File: src/rtl/mem_stride_master_if.sv
// rtl/mem_stride_master_if.sv - DataMemory request/done port shared by the initiator and the memory
interface mem_stride_master_if #(
  parameter int AW = 20
);
  logic [AW-1:0] address;
  logic [63:0]   data_in;
  logic [7:0]    bytemask;
  logic          write;
  logic          start_access;
  logic          access_done;
  logic [63:0]   data_out;

  modport master (
    output address, data_in, bytemask, write, start_access,
    input  access_done, data_out
  );

  modport slave (
    input  address, data_in, bytemask, write, start_access,
    output access_done, data_out
  );
endinterface

File: src/rtl/mem_stride_master.sv
// rtl/mem_stride_master.sv - strided burst initiator for DataMemory with read streaming and latency stats
module mem_stride_master #(
  parameter int DMEM_ADDRESS_WIDTH = 20,
  parameter int COUNT_WIDTH        = 16,
  parameter int LAT_WIDTH          = 16,
  parameter int TIMEOUT            = 4096
) (
  input  logic                          clk,
  input  logic                          reset_n,
  input  logic                          cmd_valid,
  output logic                          cmd_ready,
  input  logic [DMEM_ADDRESS_WIDTH-1:0] cmd_base,
  input  logic [DMEM_ADDRESS_WIDTH-1:0] cmd_stride,
  input  logic [COUNT_WIDTH-1:0]        cmd_count,
  input  logic                          cmd_write,
  input  logic [63:0]                   cmd_wdata,
  input  logic [7:0]                    cmd_bytemask,
  mem_stride_master_if.master           mem,
  output logic                          rd_valid,
  output logic [63:0]                   rd_data,
  output logic [COUNT_WIDTH-1:0]        rd_index,
  output logic                          busy,
  output logic                          done,
  output logic                          error,
  output logic [LAT_WIDTH-1:0]          min_lat,
  output logic [LAT_WIDTH-1:0]          max_lat,
  output logic [LAT_WIDTH-1:0]          total_cycles
);

  typedef enum logic [1:0] {IDLE, ACCESS, FINISH} state_t;

  localparam logic [LAT_WIDTH-1:0] LAT_MAX = '1;
  localparam logic [LAT_WIDTH-1:0] LAT_TO  = LAT_WIDTH'(TIMEOUT);

  state_t                        state;
  logic [DMEM_ADDRESS_WIDTH-1:0] addr_r;
  logic [DMEM_ADDRESS_WIDTH-1:0] stride_r;
  logic [63:0]                   data_r;
  logic [7:0]                    mask_r;
  logic                          write_r;
  logic                          start_r;
  logic [COUNT_WIDTH-1:0]        idx;
  logic [COUNT_WIDTH-1:0]        count_r;
  logic [LAT_WIDTH-1:0]          lat;

  logic [LAT_WIDTH-1:0]   lat_now;
  logic [LAT_WIDTH-1:0]   total_inc;
  logic [COUNT_WIDTH:0]   idx_inc;
  logic                   more;
  logic                   misaligned;

  assign mem.address      = addr_r;
  assign mem.data_in      = data_r;
  assign mem.bytemask     = mask_r;
  assign mem.write        = write_r;
  assign mem.start_access = start_r;

  // lat_now includes the current cycle, so the access_done cycle counts and the minimum is 1
  assign lat_now    = (lat == LAT_MAX) ? lat : lat + LAT_WIDTH'(1);
  assign total_inc  = (total_cycles == LAT_MAX) ? total_cycles : total_cycles + LAT_WIDTH'(1);
  assign idx_inc    = {1'b0, idx} + {{COUNT_WIDTH{1'b0}}, 1'b1};
  assign more       = idx_inc < {1'b0, count_r};
  assign misaligned = (cmd_base[2:0] != 3'b000) || (cmd_stride[2:0] != 3'b000);

  always_ff @(posedge clk or negedge reset_n) begin
    if (!reset_n) begin
      state        <= IDLE;
      addr_r       <= '0;
      stride_r     <= '0;
      data_r       <= '0;
      mask_r       <= '0;
      write_r      <= 1'b0;
      start_r      <= 1'b0;
      idx          <= '0;
      count_r      <= '0;
      lat          <= '0;
      cmd_ready    <= 1'b1;
      rd_valid     <= 1'b0;
      rd_data      <= '0;
      rd_index     <= '0;
      busy         <= 1'b0;
      done         <= 1'b0;
      error        <= 1'b0;
      min_lat      <= LAT_MAX;
      max_lat      <= '0;
      total_cycles <= '0;
    end else begin
      rd_valid <= 1'b0;
      done     <= 1'b0;
      case (state)
        IDLE: begin
          if (cmd_valid && cmd_ready) begin
            cmd_ready    <= 1'b0;
            busy         <= 1'b1;
            error        <= 1'b0;
            total_cycles <= '0;
            max_lat      <= '0;
            min_lat      <= LAT_MAX;
            count_r      <= cmd_count;
            stride_r     <= cmd_stride;
            idx          <= '0;
            lat          <= '0;
            addr_r       <= cmd_base;
            write_r      <= cmd_write;
            data_r       <= cmd_write ? cmd_wdata : 64'd0;
            mask_r       <= cmd_write ? cmd_bytemask : 8'd0;
            if (misaligned) begin
              error   <= 1'b1;
              min_lat <= '0;
              done    <= 1'b1;
              state   <= FINISH;
            end else if (cmd_count == '0) begin
              min_lat <= '0;
              done    <= 1'b1;
              state   <= FINISH;
            end else begin
              start_r <= 1'b1;
              state   <= ACCESS;
            end
          end
        end
        ACCESS: begin
          total_cycles <= total_inc;
          // Timeout only flags; the request must stay up until the memory answers
          if (lat_now == LAT_TO) error <= 1'b1;
          if (mem.access_done) begin
            lat <= '0;
            if (lat_now < min_lat) min_lat <= lat_now;
            if (lat_now > max_lat) max_lat <= lat_now;
            if (!write_r) begin
              rd_data  <= mem.data_out;
              rd_index <= idx;
              rd_valid <= 1'b1;
            end
            if (more) begin
              addr_r <= addr_r + stride_r;
              idx    <= idx_inc[COUNT_WIDTH-1:0];
              if (write_r) data_r <= data_r + 64'd1;
            end else begin
              start_r <= 1'b0;
              done    <= 1'b1;
              state   <= FINISH;
            end
          end else begin
            lat <= lat_now;
          end
        end
        FINISH: begin
          total_cycles <= total_inc;
          busy         <= 1'b0;
          cmd_ready    <= 1'b1;
          state        <= IDLE;
        end
        default: state <= IDLE;
      endcase
    end
  end

endmodule

File: src/flat_wrapper.sv
// flat-port wrapper written by rule: the top's interface ports become plain ports
module mem_stride_master_flat 
#(
  parameter int DMEM_ADDRESS_WIDTH = 20,
  parameter int COUNT_WIDTH        = 16,
  parameter int LAT_WIDTH          = 16,
  parameter int TIMEOUT            = 4096
)
  (clk, reset_n, cmd_valid, cmd_ready, cmd_base, cmd_stride, cmd_count, cmd_write, cmd_wdata, cmd_bytemask, rd_valid, rd_data, rd_index, busy, done, error, min_lat, max_lat, total_cycles, mem_address, mem_data_in, mem_bytemask, mem_write, mem_start_access, mem_access_done, mem_data_out);
  mem_stride_master_if #(.AW((20))) mem_i ();
  input  logic clk;
  input  logic reset_n;
  input  logic cmd_valid;
  output logic cmd_ready;
  input  logic [DMEM_ADDRESS_WIDTH-1:0] cmd_base;
  input  logic [DMEM_ADDRESS_WIDTH-1:0] cmd_stride;
  input  logic [COUNT_WIDTH-1:0] cmd_count;
  input  logic cmd_write;
  input  logic [63:0] cmd_wdata;
  input  logic [7:0] cmd_bytemask;
  output logic rd_valid;
  output logic [63:0] rd_data;
  output logic [COUNT_WIDTH-1:0] rd_index;
  output logic busy;
  output logic done;
  output logic error;
  output logic [LAT_WIDTH-1:0] min_lat;
  output logic [LAT_WIDTH-1:0] max_lat;
  output logic [LAT_WIDTH-1:0] total_cycles;
  output wire logic [$bits(mem_i.address)-1:0] mem_address;
  output wire logic [$bits(mem_i.data_in)-1:0] mem_data_in;
  output wire logic [$bits(mem_i.bytemask)-1:0] mem_bytemask;
  output wire logic [$bits(mem_i.write)-1:0] mem_write;
  output wire logic [$bits(mem_i.start_access)-1:0] mem_start_access;
  input wire logic [$bits(mem_i.access_done)-1:0] mem_access_done;
  input wire logic [$bits(mem_i.data_out)-1:0] mem_data_out;
  assign mem_address = mem_i.address;
  assign mem_data_in = mem_i.data_in;
  assign mem_bytemask = mem_i.bytemask;
  assign mem_write = mem_i.write;
  assign mem_start_access = mem_i.start_access;
  assign mem_i.access_done = mem_access_done;
  assign mem_i.data_out = mem_data_out;
  mem_stride_master #(.DMEM_ADDRESS_WIDTH(DMEM_ADDRESS_WIDTH), .COUNT_WIDTH(COUNT_WIDTH), .LAT_WIDTH(LAT_WIDTH), .TIMEOUT(TIMEOUT)) u_core (.clk(clk), .reset_n(reset_n), .cmd_valid(cmd_valid), .cmd_ready(cmd_ready), .cmd_base(cmd_base), .cmd_stride(cmd_stride), .cmd_count(cmd_count), .cmd_write(cmd_write), .cmd_wdata(cmd_wdata), .cmd_bytemask(cmd_bytemask), .mem(mem_i), .rd_valid(rd_valid), .rd_data(rd_data), .rd_index(rd_index), .busy(busy), .done(done), .error(error), .min_lat(min_lat), .max_lat(max_lat), .total_cycles(total_cycles));
endmodule
File: config.mk
export PLATFORM = sky130hd
export DESIGN_NAME = mem_stride_master_flat
export DESIGN_NICKNAME = d
export VERILOG_FILES = /design/src/rtl/mem_stride_master_if.sv /design/src/rtl/mem_stride_master.sv /design/src/flat_wrapper.sv
export SDC_FILE = /design/constraint.sdc
export NUM_CORES = 1
export LEC_CHECK = 0
export CORE_MARGIN = 4
export CORE_UTILIZATION = 30
export CTS_BUF_LIST = sky130_fd_sc_hd__clkbuf_8
export DETAILED_ROUTE_END_ITERATION = 10
export PLACE_DENSITY = 0.61
export SYNTH_ARGS = -nofsm -noshare
export SYNTH_HDL_FRONTEND = slang
export SYNTH_SLANG_ARGS = --single-unit
File: constraint.sdc
create_clock -name clk -period 4.3 [get_ports clk]
set_input_delay 0.43 -clock clk [delete_from_list [all_inputs] [get_ports clk]]
set_output_delay 0.43 -clock clk [all_outputs]
set_load 0.005 [all_outputs]
# Word-level counts from Yosys, hierarchy flattened
# Cells that the tools add are included.
[classes]
reduce_logical = 22
mux = 58
add_sub_neg = 5
bitwise_logic = 1
eq_ne = 16
n_lt_le_gt_ge = 3
[ops]
columns = ["operator", "count"]
rows = [
  ["$mux W64", 5],
  ["$mux W16", 13],
  ["$pmux W16 S2", 5],
  ["$pmux W64 S2", 1],
  ["$add A64 B1 Y64 const B", 1],
  ["$mux W20", 3],
  ["$pmux W20 S2", 1],
  ["$add A16 B1 Y16 const B", 2],
  ["$eq A16 B16 Y1 const B", 2],
  ["$add A20 B20 Y20", 1],
  ["$mux W1", 18],
  ["$add A16 B1 Y17 const B", 1],
  ["$lt A17 B16 Y1", 1],
  ["$eq A16 B13 Y1 const B", 1],
  ["$gt A16 B16 Y1", 1],
  ["$logic_not A16 Y1", 1],
  ["$lt A16 B16 Y1", 1],
  ["$ne A2 B1 Y1 const B", 6],
  ["$reduce_and A3 Y1", 4],
  ["$reduce_and A4 Y1", 3],
  ["$mux W2", 5],
  ["$ne A2 B2 Y1 const B", 5],
  ["$pmux W1 S2", 5],
  ["$mux W8", 1],
  ["other kinds (13)", 18],
]
[word_totals]
input_bits = 197
reg_bits = 297
out_inout_bits = 227

# Longest topological paths before layout
# Gate-level depths: netlist of the first run.
[logic_depth]
ltp_word = 6
depth_mapped = 20
mapped_depth_nobuf = 18

# Least setup slack after synthesis of the first run
# Ideal clock, no wire load.
[synth_path]
path_type = "register to register"
start = "register u_core.idx[0]"
end = "register u_core.data_r[40], in the netlist u_core.mem.data_in[40]"
arrival_time_ps = 3708
setup_time_ps = 127
t_required_ps = 4173
setup_slack_ps = 465
path_buffers = 3
stages_incl_launch_ff = 19
cell_sequence = "dfrtp_1 nand3_1 nor3_1 and3_1 nand3_1 or2_2 clkbuf_1 or3_1 nand2_1 ha_1 nand3_1 a2111o_1 and2_1 a41oi_2 buf_2 buf_2 o31ai_1 a222oi_1 inv_1"
[synth_via]
elab_chain_len = 4
[synth_rtl]
columns = ["item", "line", "source"]
rows = [
  ["start, declared", "mem_stride_master.sv:42", "logic [COUNT_WIDTH-1:0] idx;"],
  ["start signal, assigned", "mem_stride_master.sv:137", "idx <= idx_inc[COUNT_WIDTH-1:0];"],
  ["$add A16 B1 Y17", "mem_stride_master.sv:61", "assign idx_inc = {1'b0, idx} + {{COUNT_WIDTH{1'b0}}, 1'b1};"],
  ["$lt A17 B16 Y1", "mem_stride_master.sv:62", "assign more = idx_inc < {1'b0, count_r};"],
  ["$ne A2 B1 Y1 (no line)", "n/a", ""],
  ["$reduce_and A5 Y1 (no line)", "n/a", ""],
  ["end signal, assigned", "mem_stride_master.sv:105", "data_r <= cmd_write ? cmd_wdata : 64'd0;"],
  ["end signal, assigned", "mem_stride_master.sv:138", "if (write_r) data_r <= data_r + 64'd1;"],
  ["end, declared", "mem_stride_master.sv:38", "logic [63:0] data_r;"],
]
# Every way passes these cells.
# A chain may end at the register's enable or synchronous reset.

# Worst setup path in the final report of the first run
[layout_path]
start = "register u_core.idx[2]"
end = "register u_core.data_r[48], in the netlist u_core.mem.data_in[48]"
# Same word-level chain as after synthesis.

==> results of run 1 <==
==> cell families (layout without fill, tap and decap cells) <==
| family | after synthesis | in the layout |
|---|---|---|
| and+or+nand+nor | 840 | 840 |
| xor gates and xnor gates | 34 | 34 |
| adders and majority gates | 72 | 72 |
| muxes | 11 | 11 |
| other | 0 | 3 |
| DFF | 297 | 297 |
| AOI/OAI and AO/OA | 464 | 464 |
| buffers and inverters | 194 | 676 |
==> layout make-up <==
cell class | count | share of cell area
multi-input cells | 1421 | 0.364
flip-flops and latches | 297 | 0.326
repair buffers | 484 | 0.209
clock buffers | 67 | 0.0403
well taps | 696 | 0.0381
inverters | 98 | 0.0161
clock inverters | 27 | 0.00558
diodes | 3 | 0.000328
==> layout by cell type (no fill, tap or decap), types with 39 or more instances in the layout <==
master	synthesis	final
buf_4	0	52
o21ai_0	129	128
nand2_1	476	475
a21oi_1	98	98
inv_1	95	113
clkbuf_8	0	67
clkdlybuf4s50_1	0	421
nor3_1	41	39
ha_1	71	70
nor2_1	112	111
nand3_1	68	66
dfrtp_1	280	279
==> stage by stage <==
step           setup TNS, ns  instance area (um2)  utilization  hold WS [ns]
4_1_cts                    0                22800        0.422         0.237
3_5_place_dp               0                21700        0.402         0.462
6_report                   0                22900        0.423         0.315
2_1_floorplan              0                16500            -         0.134
5_1_grt              -0.0443                22900        0.423         0.284
3_3_place_gp               0                21700        0.402         0.457
==> final timing paths <==
path	cells after the start	from	slack, ns	endpoint
max	16	u_core.idx[2]	0.25	u_core.mem.data_in[48]
min	3	mem_data_out[27]	0.31	u_core.rd_data[27]
max reg2reg	16	u_core.idx[2]	0.25	u_core.mem.data_in[48]
min reg2reg	2	u_core.rd_data[22]	0.47	u_core.rd_data[22]
max in group asynchronous	3	reset_n	2.90	u_core.rd_data[21]
min in group asynchronous	2	reset_n	0.47	u_core.total_cycles[7]
==> state kept, by name, indices dropped and copies added, names as in the netlist <==
name	cells
u_core.mem.data_in	64
u_core.rd_data	64
u_core.mem.address	20
u_core.stride_r	20
u_core.count_r	16
u_core.idx	16
u_core.lat	16
u_core.max_lat	16
u_core.min_lat	16
u_core.rd_index	16
u_core.total_cycles	16
u_core.mem.bytemask	8
u_core.state	2
u_core.busy	1
u_core.cmd_ready	1
u_core.done	1
u_core.error	1
u_core.mem.start_access	1
u_core.mem.write	1
u_core.rd_valid	1
==> critical path, delay by kind of cell, from the launching register on <==
kind | cells | cell delay (ns)
fa+ha+maj | 1 | 0.13
mux | 1 | 0.26
flops | 1 | 0.42
buf+inv | 1 | 0.23
simple gates | 10 | 1.91
compound gates | 3 | 1.00
==> report_power, final <==
group	switching (mW)	internal [mW]	total (mW)
sequential	0.810	3.51	4.32
clock	1.26	1.40	2.66
combinational	2.46	2.39	4.85
==> layer usage <==
metal | vias up | share of wire | global-route usage
li1 | 7631 | - | -
met1 | 7584 | 0.44 | 0.252
met2 | 505 | 0.47 | 0.309
met3 | 89 | 0.063 | 0.0416
met4 | 0 | 0.029 | 0.0639
met5 | - | 0 | 0
==> timing repair <==
item | in CTS | in global routing
setup endpoints to repair | 0 | 115
hold endpoints to repair | 84 | 0
resized for setup | 0 | 13
buffers inserted | 0 | 1
hold buffers | 1 | 0
==> results.json, run 1 <==
{
  "finalHoldViolCount": 0,
  "dr_total_vias": 15800,
  "synthMuxAreaShare": 0.00692,
  "fin_nets": 2627,
  "slew_violations": 0,
  "slowest_delay_ns": 0.42,
  "leakage_nw": 10.3,
  "fmax_ghz": 0.247,
  "hp-class": "primary input to flip-flop",
  "ys_seq_area_frac": 0.453,
  "power_density_mw_per_mm2": 517,
  "worstSetupEndpointType": "flip-flop",
  "finalSetupViolations": 0,
  "drt-total-wl_mm": 57.9,
  "synthTopCellsByCount": "nand2_1, dfrtp_1, o21ai_0",
  "seq_area_mm2": 0.00745,
  "io_pins": 424,
  "first_pass_iters": 6,
  "arrival_ns": 4.60,
  "vias_per_cell": 5.11,
  "numClockSinks": 297,
  "grt_max_degree": 105,
  "rows": 85,
  "antenna_found_initial": 4,
  "dp_slack_ns": 0.0712,
  "grtUsageTotal": 0.190,
  "post-route-min-period_ns": 4.05,
  "initial_utilization": 0.305,
  "die_h_um": 242,
  "final_layout_size_suffix_gt1_frac": 0.0873,
  "clock_latency_ns": 0.65,
  "port_buffers": 423,
  "vdd_ir_drop_max_mv": 0.259,
  "postSynthRegisterBits": 297,
  "finalPower_mw": 11.8,
  "routedWlPerCell_um": 18.7,
  "ys.flop_type": "dfrtp_1",
  "multi_input_area_mm2": 0.00833,
  "crit_fanout": 14,
  "synth_compound_area_frac": 0.187,
  "synth_edf_count": 0,
  "slew_headroom": 0.307,
  "clk_pin_slew_ns": 0.06,
  "synth_cell_types": 84,
  "synth_top_area_frac": 0.426,
  "async_flop_share": 1.00,
  "drv_cap": 0,
  "core_mm2": 0.0540,
  "dp_hpwl_mm": 42.0,
  "path_cells": "nand3_1 -> nor3_2 -> and3_1 -> nand3_1 -> or2_2 -> or3_1 -> nand2_1 -> ha_1 -> nand3_1 -> a2111o_1 -> and2_2 -> a41oi_4 -> buf_6 -> nor2_1 -> mux2_2 -> a211oi_1",
  "grt.overflow.total": 0,
  "clockRootBuffer": "clkbuf_8",
  "die_w_um": 242,
  "status": "finished, final reports clean",
  "syn-instance-count": 1912,
  "yosysWarningCount": 0,
  "critPathLaunchType": "flip-flop",
  "crit_required_ns": 4.85,
  "synth_top_area_cell": "dfrtp_1",
  "clk_path_buf_depth": 3,
  "worst_slack_ns": 0.248,
  "cp_slowest_cell": "dfrtp_2",
  "cts_made_buffers": 56,
  "syn_avg_cell_area_um2": 8.61,
  "grt_pass1_vias": 15600,
  "grt_first_pass_wirelength_mm": 90.6,
  "netlist_area_mm2": 0.0165,
  "crit_type": "flip-flop to flip-flop",
  "synth_fp_nets": 2181,
  "dpl.cell_count": 2994,
  "drt_iter0_drc": 1167,
  "synth_top_family_by_area": "simple AND/OR/NAND/NOR gates",
  "drc_errors": 0,
  "place_congestion": 0.915,
  "synth-adder-area-share": 0.0552,
  "instances_no_fill": 3093,
  "finalClockSkew_ns": 0.0252,
  "worst_slew_pin_slew_ns": 1.04,
  "synthSimpleGateAreaFrac": 0.233,
  "die_area_mm2": 0.0587,
  "period_share": 0.942,
  "fillers": 5284,
  "syn2layout_area_growth_pct": 38.9,
  "yosys.area_share.xor_xnor": 0.0181,
  "synth_area_leaders": "dfrtp_1, nand2_1, ha_1",
  "crit_top_cell": "nand3_1",
  "cts_tree": "done",
  "htreeDepth": 2,
  "yosysMostFrequentCell": "nand2_1",
  "antenna_left": 0
}
Note: power is estimated with default switching activity, not from simulation.
==> run 2: changes to the inputs <==
- CAP_MARGIN: unset -> 10
- HOLD_SLACK_MARGIN: unset -> 0.06
==> results of run 2 <==
The final DEF is identical to that of run 1; final timing and power are the same.
